[src/rtl/fifo_stream_adapter_if.sv]
// Read-side bundle for fifo_stream_adapter: FIFO read port plus the valid/ready stream.
// master = adapter side, slave = FIFO/downstream side.
interface fifo_stream_adapter_if #(
  parameter int DATA_WIDTH = 8,
  parameter int BUF_DEPTH  = 4
);
  localparam int LEVEL_W = $clog2(BUF_DEPTH) + 1;

  logic                  o_fifo_re;
  logic                  i_fifo_empty;
  logic [DATA_WIDTH-1:0] i_fifo_rdata;
  logic                  o_valid;
  logic                  i_ready;
  logic [DATA_WIDTH-1:0] o_data;
  logic [LEVEL_W-1:0]    o_level;

  modport master (
    output o_fifo_re,
    input  i_fifo_empty,
    input  i_fifo_rdata,
    output o_valid,
    input  i_ready,
    output o_data,
    output o_level
  );

  modport slave (
    input  o_fifo_re,
    output i_fifo_empty,
    output i_fifo_rdata,
    input  o_valid,
    output i_ready,
    input  o_data,
    input  o_level
  );
endinterface

[src/rtl/fifo_stream_adapter.sv]
// Turns a fixed-latency FIFO read port into a zero-latency valid/ready stream using credit-based prefetch.
// Optional starvation counter (o_starve_cnt) enabled by defining FIFO_STREAM_ADAPTER_STALL_CNT_EN.
module fifo_stream_adapter #(
  parameter int DATA_WIDTH = 8,
  parameter int RD_LATENCY = 1,
  parameter int BUF_DEPTH  = 4
) (
  input  logic                  i_clk,
  input  logic                  i_rst,
  fifo_stream_adapter_if.master bus
`ifdef FIFO_STREAM_ADAPTER_STALL_CNT_EN
  ,
  output logic [15:0]           o_starve_cnt
`endif
);
  localparam int PTR_W = $clog2(BUF_DEPTH);
  localparam int CNT_W = PTR_W + 1;
  localparam int SUM_W = CNT_W + 1;

  logic [DATA_WIDTH-1:0] buf_mem [BUF_DEPTH];
  logic [PTR_W-1:0]      rptr_reg;
  logic [PTR_W-1:0]      wptr_reg;
  logic [CNT_W-1:0]      count_reg;
  logic [CNT_W-1:0]      count_next;
  logic [RD_LATENCY-1:0] pipe_reg;
  logic [RD_LATENCY-1:0] pipe_next;
  logic [CNT_W-1:0]      inflight;
  logic [SUM_W-1:0]      credit_used;
  logic                  fifo_re;
  logic                  acc;
  logic                  capture;
  logic                  valid;
  logic                  pop;

  always_comb begin
    inflight = '0;
    for (int i = 0; i < RD_LATENCY; i++) begin
      inflight = inflight + CNT_W'(pipe_reg[i]);
    end
  end

  // Credit uses registered state only, so the request never waits on the empty flag.
  assign credit_used = SUM_W'(count_reg) + SUM_W'(inflight);
  assign fifo_re     = ~i_rst & (credit_used < SUM_W'(BUF_DEPTH));
  assign acc         = fifo_re & ~bus.i_fifo_empty;
  assign capture     = pipe_reg[RD_LATENCY-1];
  assign valid       = ~i_rst & (count_reg != '0);
  assign pop         = valid & bus.i_ready;
  assign count_next  = count_reg + CNT_W'(capture) - CNT_W'(pop);

  generate
    for (genvar gi = 0; gi < RD_LATENCY; gi++) begin : g_pipe
      if (gi == 0) begin : g_head
        assign pipe_next[gi] = acc;
      end else begin : g_stage
        assign pipe_next[gi] = pipe_reg[gi-1];
      end
    end
  endgenerate

  always_ff @(posedge i_clk) begin
    if (i_rst) begin
      count_reg <= '0;
      rptr_reg  <= '0;
      wptr_reg  <= '0;
      pipe_reg  <= '0;
    end else begin
      count_reg <= count_next;
      pipe_reg  <= pipe_next;
      if (capture) begin
        wptr_reg <= wptr_reg + PTR_W'(1);
      end
      if (pop) begin
        rptr_reg <= rptr_reg + PTR_W'(1);
      end
    end
  end

  always_ff @(posedge i_clk) begin
    if (!i_rst && capture) begin
      buf_mem[wptr_reg] <= bus.i_fifo_rdata;
    end
  end

  assign bus.o_fifo_re = fifo_re;
  assign bus.o_valid   = valid;
  assign bus.o_data    = buf_mem[rptr_reg];
  assign bus.o_level   = i_rst ? '0 : count_reg;

  // Buffered plus requested words must never exceed the buffer.
  assert property (@(posedge i_clk) disable iff (i_rst) credit_used <= SUM_W'(BUF_DEPTH));

`ifdef FIFO_STREAM_ADAPTER_STALL_CNT_EN
  logic [15:0] starve_cnt_reg;

  always_ff @(posedge i_clk) begin
    if (i_rst) begin
      starve_cnt_reg <= '0;
    end else if (bus.i_ready && !valid && (credit_used == '0) && (starve_cnt_reg != 16'hFFFF)) begin
      starve_cnt_reg <= starve_cnt_reg + 16'd1;
    end
  end

  assign o_starve_cnt = starve_cnt_reg;
`endif
endmodule

[src/flat_wrapper.sv]
// flat-port wrapper written by rule: the top's interface ports become plain ports
module fifo_stream_adapter_flat 
#(
  parameter int DATA_WIDTH = 8,
  parameter int RD_LATENCY = 1,
  parameter int BUF_DEPTH  = 4
)
  (i_clk, i_rst, bus_o_fifo_re, bus_i_fifo_empty, bus_i_fifo_rdata, bus_o_valid, bus_i_ready, bus_o_data, bus_o_level);
  fifo_stream_adapter_if #(.DATA_WIDTH(DATA_WIDTH), .BUF_DEPTH(BUF_DEPTH)) bus_i ();
  input  logic i_clk;
  input  logic i_rst;
  output wire logic [$bits(bus_i.o_fifo_re)-1:0] bus_o_fifo_re;
  input wire logic [$bits(bus_i.i_fifo_empty)-1:0] bus_i_fifo_empty;
  input wire logic [$bits(bus_i.i_fifo_rdata)-1:0] bus_i_fifo_rdata;
  output wire logic [$bits(bus_i.o_valid)-1:0] bus_o_valid;
  input wire logic [$bits(bus_i.i_ready)-1:0] bus_i_ready;
  output wire logic [$bits(bus_i.o_data)-1:0] bus_o_data;
  output wire logic [$bits(bus_i.o_level)-1:0] bus_o_level;
  assign bus_o_fifo_re = bus_i.o_fifo_re;
  assign bus_i.i_fifo_empty = bus_i_fifo_empty;
  assign bus_i.i_fifo_rdata = bus_i_fifo_rdata;
  assign bus_o_valid = bus_i.o_valid;
  assign bus_i.i_ready = bus_i_ready;
  assign bus_o_data = bus_i.o_data;
  assign bus_o_level = bus_i.o_level;
  fifo_stream_adapter #(.DATA_WIDTH(DATA_WIDTH), .RD_LATENCY(RD_LATENCY), .BUF_DEPTH(BUF_DEPTH)) u_core (.i_clk(i_clk), .i_rst(i_rst), .bus(bus_i));
endmodule
[config.mk]
export PLATFORM = sky130hd
export DESIGN_NAME = fifo_stream_adapter_flat
export DESIGN_NICKNAME = d
export VERILOG_FILES = /design/src/rtl/fifo_stream_adapter_if.sv /design/src/rtl/fifo_stream_adapter.sv /design/src/flat_wrapper.sv
export SDC_FILE = /design/constraint.sdc
export NUM_CORES = 1
export LEC_CHECK = 0
export ABC_AREA = 0
export ABC_CLOCK_PERIOD_IN_PS = 2650
export CAP_MARGIN = 20
export CELL_PAD_IN_SITES_DETAIL_PLACEMENT = 0
export CELL_PAD_IN_SITES_GLOBAL_PLACEMENT = 1
export CORE_ASPECT_RATIO = 1.75
export CORE_UTILIZATION = 51
export CTS_CLUSTER_SIZE = 8
export DETAILED_ROUTE_END_ITERATION = 6
export DONT_BUFFER_PORTS = 1
export PLACE_DENSITY = 0.81
export SYNTH_ARGS = -nofsm -noshare
export SYNTH_HDL_FRONTEND = slang
export SYNTH_SLANG_ARGS = --single-unit
export TNS_END_PERCENT = 100
[constraint.sdc]
create_clock -name i_clk -period 2.65 [get_ports i_clk]
set_input_delay 0.265 -clock i_clk [delete_from_list [all_inputs] [get_ports i_clk]]
set_output_delay 0.265 -clock i_clk [all_outputs]
set_load 0.1 [all_outputs]
==> flow_summary.json, run 1 <==
{
  "postSynthAreaPerCell_um2": 17.31,
  "outcome": "finished clean",
  "place.gp.congestion": 0.6239,
  "grt_overflow": 0,
  "antenna_found_initial": 0,
  "dp.cells": 143,
  "cp_num_buf_inv": 0,
  "insertion_delay_ps": 290,
  "tns_ps": 0,
  "largest_reg_flops": 32,
  "drv_slew": 0,
  "grt_pass1_vias": 828,
  "final_cell_count_no_fill": 151,
  "die_area_um2": 3570,
  "cp.required_ps": 2380,
  "ctsHoldBuffers": 0,
  "cts.repair.resized": 0,
  "clkTransAtPathRegs_ps": 80,
  "clockRootBuffer": "clkbuf_8",
  "worstPathCellList": "mux4_2",
  "critPathArrivalTime_ps": 1800,
  "slew_headroom_pct": 65.21,
  "ys_ff_latch": 42,
  "crit_path_end_kind": "output pin",
  "htree_num_levels": 2,
  "multiInputGateArea_um2": 499.2,
  "fill_cells": 238,
  "critPathKind": "register to output pin",
  "cts.sinks": 42,
  "post-dp-hpwl_um": 1695,
  "finalCriticalPeriod_ps": 2064,
  "ys_types": 24,
  "die_y_um": 78.30,
  "synth_area_um2": 1697,
  "ant_nets": 0,
  "ir_drop_v": 0.0007831,
  "start_util_pct": 54.00,
  "synth_nets": 118,
  "routed-via-count": 786,
  "design_power_total_mw": 2.080,
  "cts_setup_buffers": 0,
  "rows": 27,
  "drt_wl_total_um": 2310,
  "path_delay_family": "multiplexers",
  "dpl_cell_area_um2": 1774,
  "rsz0062_at_grt": "false",
  "worst-slew-pin-transition_ps": 521.1,
  "crit_path_start_kind": "register",
  "grt_max_degree": 16,
  "setup-violations-final": 0,
  "cts_buffers": 5,
  "power.leakage_nw": 0.6622,
  "route.detailed.drc": 0,
  "yosysSeqAreaShare_pct": 68.44,
  "io_buffers": 0,
  "dr.pass1.iters": 4,
  "mostFrequentLayoutCells": "32 x edfxtp_1, 10 x dfxtp_1, 8 x nor2_1, 8 x mux4_2, 7 x ha_1",
  "via_per_inst": 5.205,
  "route.detailed.wl_per_inst_um": 15.30,
  "crit_path_max_incr_delay_ps": 850,
  "fp.coreArea_um2": 3142,
  "finClkSkew_ps": 4.323,
  "design_area_um2": 1917,
  "worst-path-max-fanout": 8,
  "die_w_um": 45.60,
  "clock_path_buffers": 2,
  "drv_cap": 0,
  "synthesis.instances": 98,
  "finalCritPeriodShare_pct": 77.90,
  "fmax_mhz": 484.4,
  "ys_warn_count": 0,
  "diodes": 0,
  "drive_above_1_share_pct": 25.93,
  "fin_nets": 127,
  "cp_slowest_cell": "mux4_2",
  "cts_tree": "done",
  "syn_to_final_growth_pct": 12.98,
  "pin_count": 25,
  "drt_iter0_markers": 9,
  "hold_viol_final": 0,
  "ff_latch_area_um2": 1161,
  "p_per_area_nw_per_um2": 1085,
  "final_common_cell": "edfxtp_1",
  "grt_pass1_wl_um": 3698,
  "grt_usage_pct": 15.60,
  "hold_class": "input pin to register"
}
==> cells in the mapped netlist <==
cell type	count	area [um^2]
clkbuf_2	1	5.000
inv_1	6	22.52
buf_6	1	11.26
dfxtp_1	10	200.2
a21oi_1	1	5.000
xnor2_1	2	17.52
o31ai_2	1	12.51
a211oi_2	1	12.51
nor2b_2	1	8.760
ha_1	7	87.58
and2_1	4	25.02
nor3_1	1	5.000
or3_1	1	6.260
nor2_1	10	37.54
nor3_2	1	10.01
buf_2	1	5.000
mux4_2	8	180.2
mux2i_1	1	10.01
xor2_1	2	17.52
fa_1	1	20.02
and4_1	1	8.760
o311ai_1	1	8.760
edfxtp_1	32	960.9
nor2b_1	3	18.77
==> logic make-up after synthesis <==
kind of cell / share of synthesized area (%)
AO/OA/AOI/OAI: 2.286
AND/OR/NAND/NOR: 7.080
flip-flops: 68.44
buffers and inverters: 2.580
XOR/XNOR: 2.065
adder cells (fa/ha/maj): 6.342
multiplexers: 11.21
==> worst paths after layout <==
path | start | to | slack (ps) | cells past startpoint
max | register | bus_o_data[0] | 590 | 1
min | i_rst | u_core.count_reg[0] | 30 | 1
max reg2reg | u_core.count_reg[1] | u_core.count_reg[2] | 650 | 9
min reg2reg | u_core.rptr_reg[0] | register | 540 | 2
==> report_power, final <==
part | switching [mW] | internal, mW
clock | 0.203 | 0.401
combinational | 0.487 | 0.162
sequential | 0.0722 | 0.755
total | 0.762 | 1.32
==> metrics by stage <==
step / setup WS (ps) / hold WS, ps / util [%]
final: 585.7 / 34.53 / 61.01
after global routing: 470.5 / 21.07 / 61.01
after CTS: 512.1 / 22.93 / 61.01
after detailed placement: 647.3 / 337.0 / 56.47
after global placement: 727.6 / 335.4 / 56.47
after floorplan: 234.6 / 335.9 / -
==> area by class of cell <==
type | count | share of cell area (%)
well taps | 43 | 2.807
clock inverters | 2 | 3.133
flip-flops and latches | 42 | 60.57
repair buffers | 5 | 1.958
inverters | 6 | 1.175
clock buffers | 6 | 4.308
multi-input cells | 47 | 26.04
==> layer usage <==
metal	vias to the layer above	track usage, %	routed length (um)
li1	379	-	-
met1	375	14.17	833
met2	27	26.86	1260
met3	5	5.517	155
met4	0	10.30	61
met5	-	0	0
(Power assumes the default switching activity.)
==> run 2, diff against run 1 <==
ABC_CLOCK_PERIOD_IN_PS = 1910   (was 2650)
clock period = 1.91 ns   (was 2.65 ns; I/O delays follow)
==> run 2 against run 1 <==
  * Largest power group is now combinational cells
  * Combinational power up 74%
  * Routed wire length up 20%
  * Worst setup slack worse by 510 ps
  * Final cell count up 12%
  * Clock power down 3.3%
  * Die area unchanged
  * Largest cell class unchanged
  * Global-route usage up 2.6 points
  * Power up 36%
  * Sequential power up 34%
==> flow_summary.json, run 2 (synthesis gave the netlist of run 1 again) <==
{
  "outcome": "finished clean",
  "drv_cap": 0,
  "finalCritPeriodShare_pct": 95.92,
  "drive_above_1_share_pct": 30.16,
  "power.leakage_nw": 0.7342,
  "mostFrequentLayoutCells": "32 x edfxtp_1, 14 x dlygate4sd3_1, 8 x nor2_1, 8 x mux4_2",
  "cts_tree": "done",
  "final_common_cell": "edfxtp_1",
  "cp_num_buf_inv": 2,
  "htree_num_levels": 2,
  "rows": 27,
  "crit_start": "u_core.count_reg[2]",
  "grt_pass1_wl_um": 4360,
  "insertion_delay_ps": 290,
  "slew_headroom_pct": 65.33,
  "fin_nets": 145,
  "drv_slew": 0,
  "crit_path_max_incr_delay_ps": 510,
  "rsz0062_at_grt": "true",
  "design_power_total_mw": 2.826,
  "route.detailed.drc": 0,
  "grt_overflow": 0,
  "finClkSkew_ps": 3.078,
  "ir_drop_v": 0.001287,
  "grt_pass1_vias": 940,
  "largest_reg_flops": 32,
  "die_area_um2": 3570,
  "tns_ps": 0,
  "drt_iter0_markers": 32,
  "worst-slew-pin-transition_ps": 521.2,
  "grt_max_degree": 14,
  "p_per_area_nw_per_um2": 1348,
  "clockRootBuffer": "clkbuf_8",
  "drt_wl_total_um": 2770,
  "place.gp.congestion": 0.6475,
  "route.detailed.wl_per_inst_um": 16.39,
  "worst-path-max-fanout": 2,
  "post-dp-hpwl_um": 1842,
  "cts_setup_buffers": 0,
  "cts.sinks": 42,
  "die_y_um": 78.30,
  "dpl_cell_area_um2": 1827,
  "ff2ff_setup_slack_ps": 80,
  "cp.required_ps": 2090,
  "r2r_end": "u_core.count_reg[1]",
  "crit_path_end_kind": "register",
  "hp-start": "bus_i_ready",
  "io_buffers": 0,
  "r2r_start": "u_core.count_reg[2]",
  "path_delay_family": "adder cells",
  "critPathKind": "register to register",
  "hold_viol_final": 0,
  "hold_class": "input pin to register",
  "finalCriticalPeriod_ps": 1832,
  "grt_usage_pct": 18.15,
  "syn_to_final_growth_pct": 23.53,
  "holdPathStages": 3,
  "fp.coreArea_um2": 3142,
  "diodes": 0,
  "clock_path_buffers": 2,
  "antenna_found_initial": 0,
  "critPathArrivalTime_ps": 2010,
  "routed-via-count": 881,
  "design_area_um2": 2096,
  "start_util_pct": 54.00,
  "cts_buffers": 5,
  "fin_util_pct": 66.71,
  "ant_nets": 0,
  "worst-r2r-cell-count": 8,
  "setup-violations-final": 0,
  "cp_slowest_cell": "fa_2",
  "fmax_mhz": 545.8,
  "clkTransAtPathRegs_ps": 80,
  "worstPathCellList": "o31ai_4 -> nor2_1 -> ha_1 -> inv_1 -> ha_1 -> inv_1 -> fa_2 -> nor2_1",
  "via_per_inst": 5.213,
  "crit_path_start_kind": "register",
  "pin_count": 25,
  "dr.pass1.iters": 4,
  "fill_cells": 236,
  "die_w_um": 45.60
}
-- run 2: cell types whose count changed in the layout (fill, tap and decap cells not counted), moves of 2 or more --
| cell | previous run | this run |
|---|---|---|
| dlygate4sd3_1 | 0 | 14 |
| dfxtp_1 | 10 | 7 |
| dfxtp_2 | 0 | 3 |
| buf_4 | 5 | 7 |
| bufinv_16 | 2 | 0 |
| nor2b_2 | 2 | 0 |
| nor2b_4 | 0 | 2 |
-- run 2: how the worst max path moves through the flow --
| stage | end | slack, ps | cells past startpoint |
|---|---|---|---|
| 3_5_place_dp | u_core.count_reg[2] | 20 | 9 |
| 4_1_cts | u_core.count_reg[2] | 2 | 9 |
| 6_report | u_core.count_reg[1] | 80 | 8 |
| 2_1_floorplan | bus_o_valid | -340 | 3 |
| 3_3_place_gp | u_core.count_reg[2] | 110 | 9 |
| 5_1_grt | u_core.count_reg[1] | -5 | 8 |
-- run 2: metrics by stage --
stage / setup slack [ps] / instances / hold slack (ps)
4_1_cts: 1.968 / 169 / 211.8
2_1_floorplan: -343.1 / 98 / 261.9
3_3_place_gp: 107.6 / 147 / 261.8
5_1_grt: -4.771 / 169 / 274.1
3_5_place_dp: 19.98 / 147 / 266.0
6_report: 77.88 / 169 / 213.5
-- run 2: final cells by class --
| type | count | area [um^2] | area share [%] |
|---|---|---|---|
| Clock buffer | 6 | 82.58 | 3.940 |
| Tap cell | 43 | 53.80 | 2.567 |
| Multi-Input combinational cell | 47 | 535.5 | 25.55 |
| Timing Repair Buffer | 23 | 224.0 | 10.69 |
| Sequential cell | 42 | 1165 | 55.58 |
| Inverter | 6 | 22.52 | 1.075 |
| Clock inverter | 2 | 12.51 | 0.5970 |
-- run 2: repair_timing --
action | CTS | global route
hold buffers | 14 | 0
hold endpoints to repair | 42 | 0
setup endpoints to repair | 0 | 2
gates resized for setup | 0 | 9
-- run 2: worst register-to-register path: stages, from the launching register on --
cell and delay [ps]:
dfxtp_2 340, o31ai_4 260, nor2_1 80, ha_1 270, inv_1 50, ha_1 130
inv_1 50, fa_2 510, nor2_1 40
-- run 2: routing by layer --
layer	vias to the layer above	track usage (%)	share of wire (%)	wire length, um
met4	0	12.42	2.9	79
met3	6	5.747	4.8	132
li1	413	-	-	-
met5	-	0	0	0
met2	26	30.29	56	1549
met1	436	17.81	36	1009
-- run 2: power breakdown --
| part | switching (mW) | total, mW | leakage, nW | internal [mW] |
|---|---|---|---|---|
| combinational | 0.780 | 1.13 | 0.315 | 0.351 |
| sequential | 0.0596 | 1.11 | 0.372 | 1.05 |
| clock | 0.294 | 0.584 | 0.0472 | 0.290 |
| total | 1.13 | 2.83 | 0.734 | 1.69 |
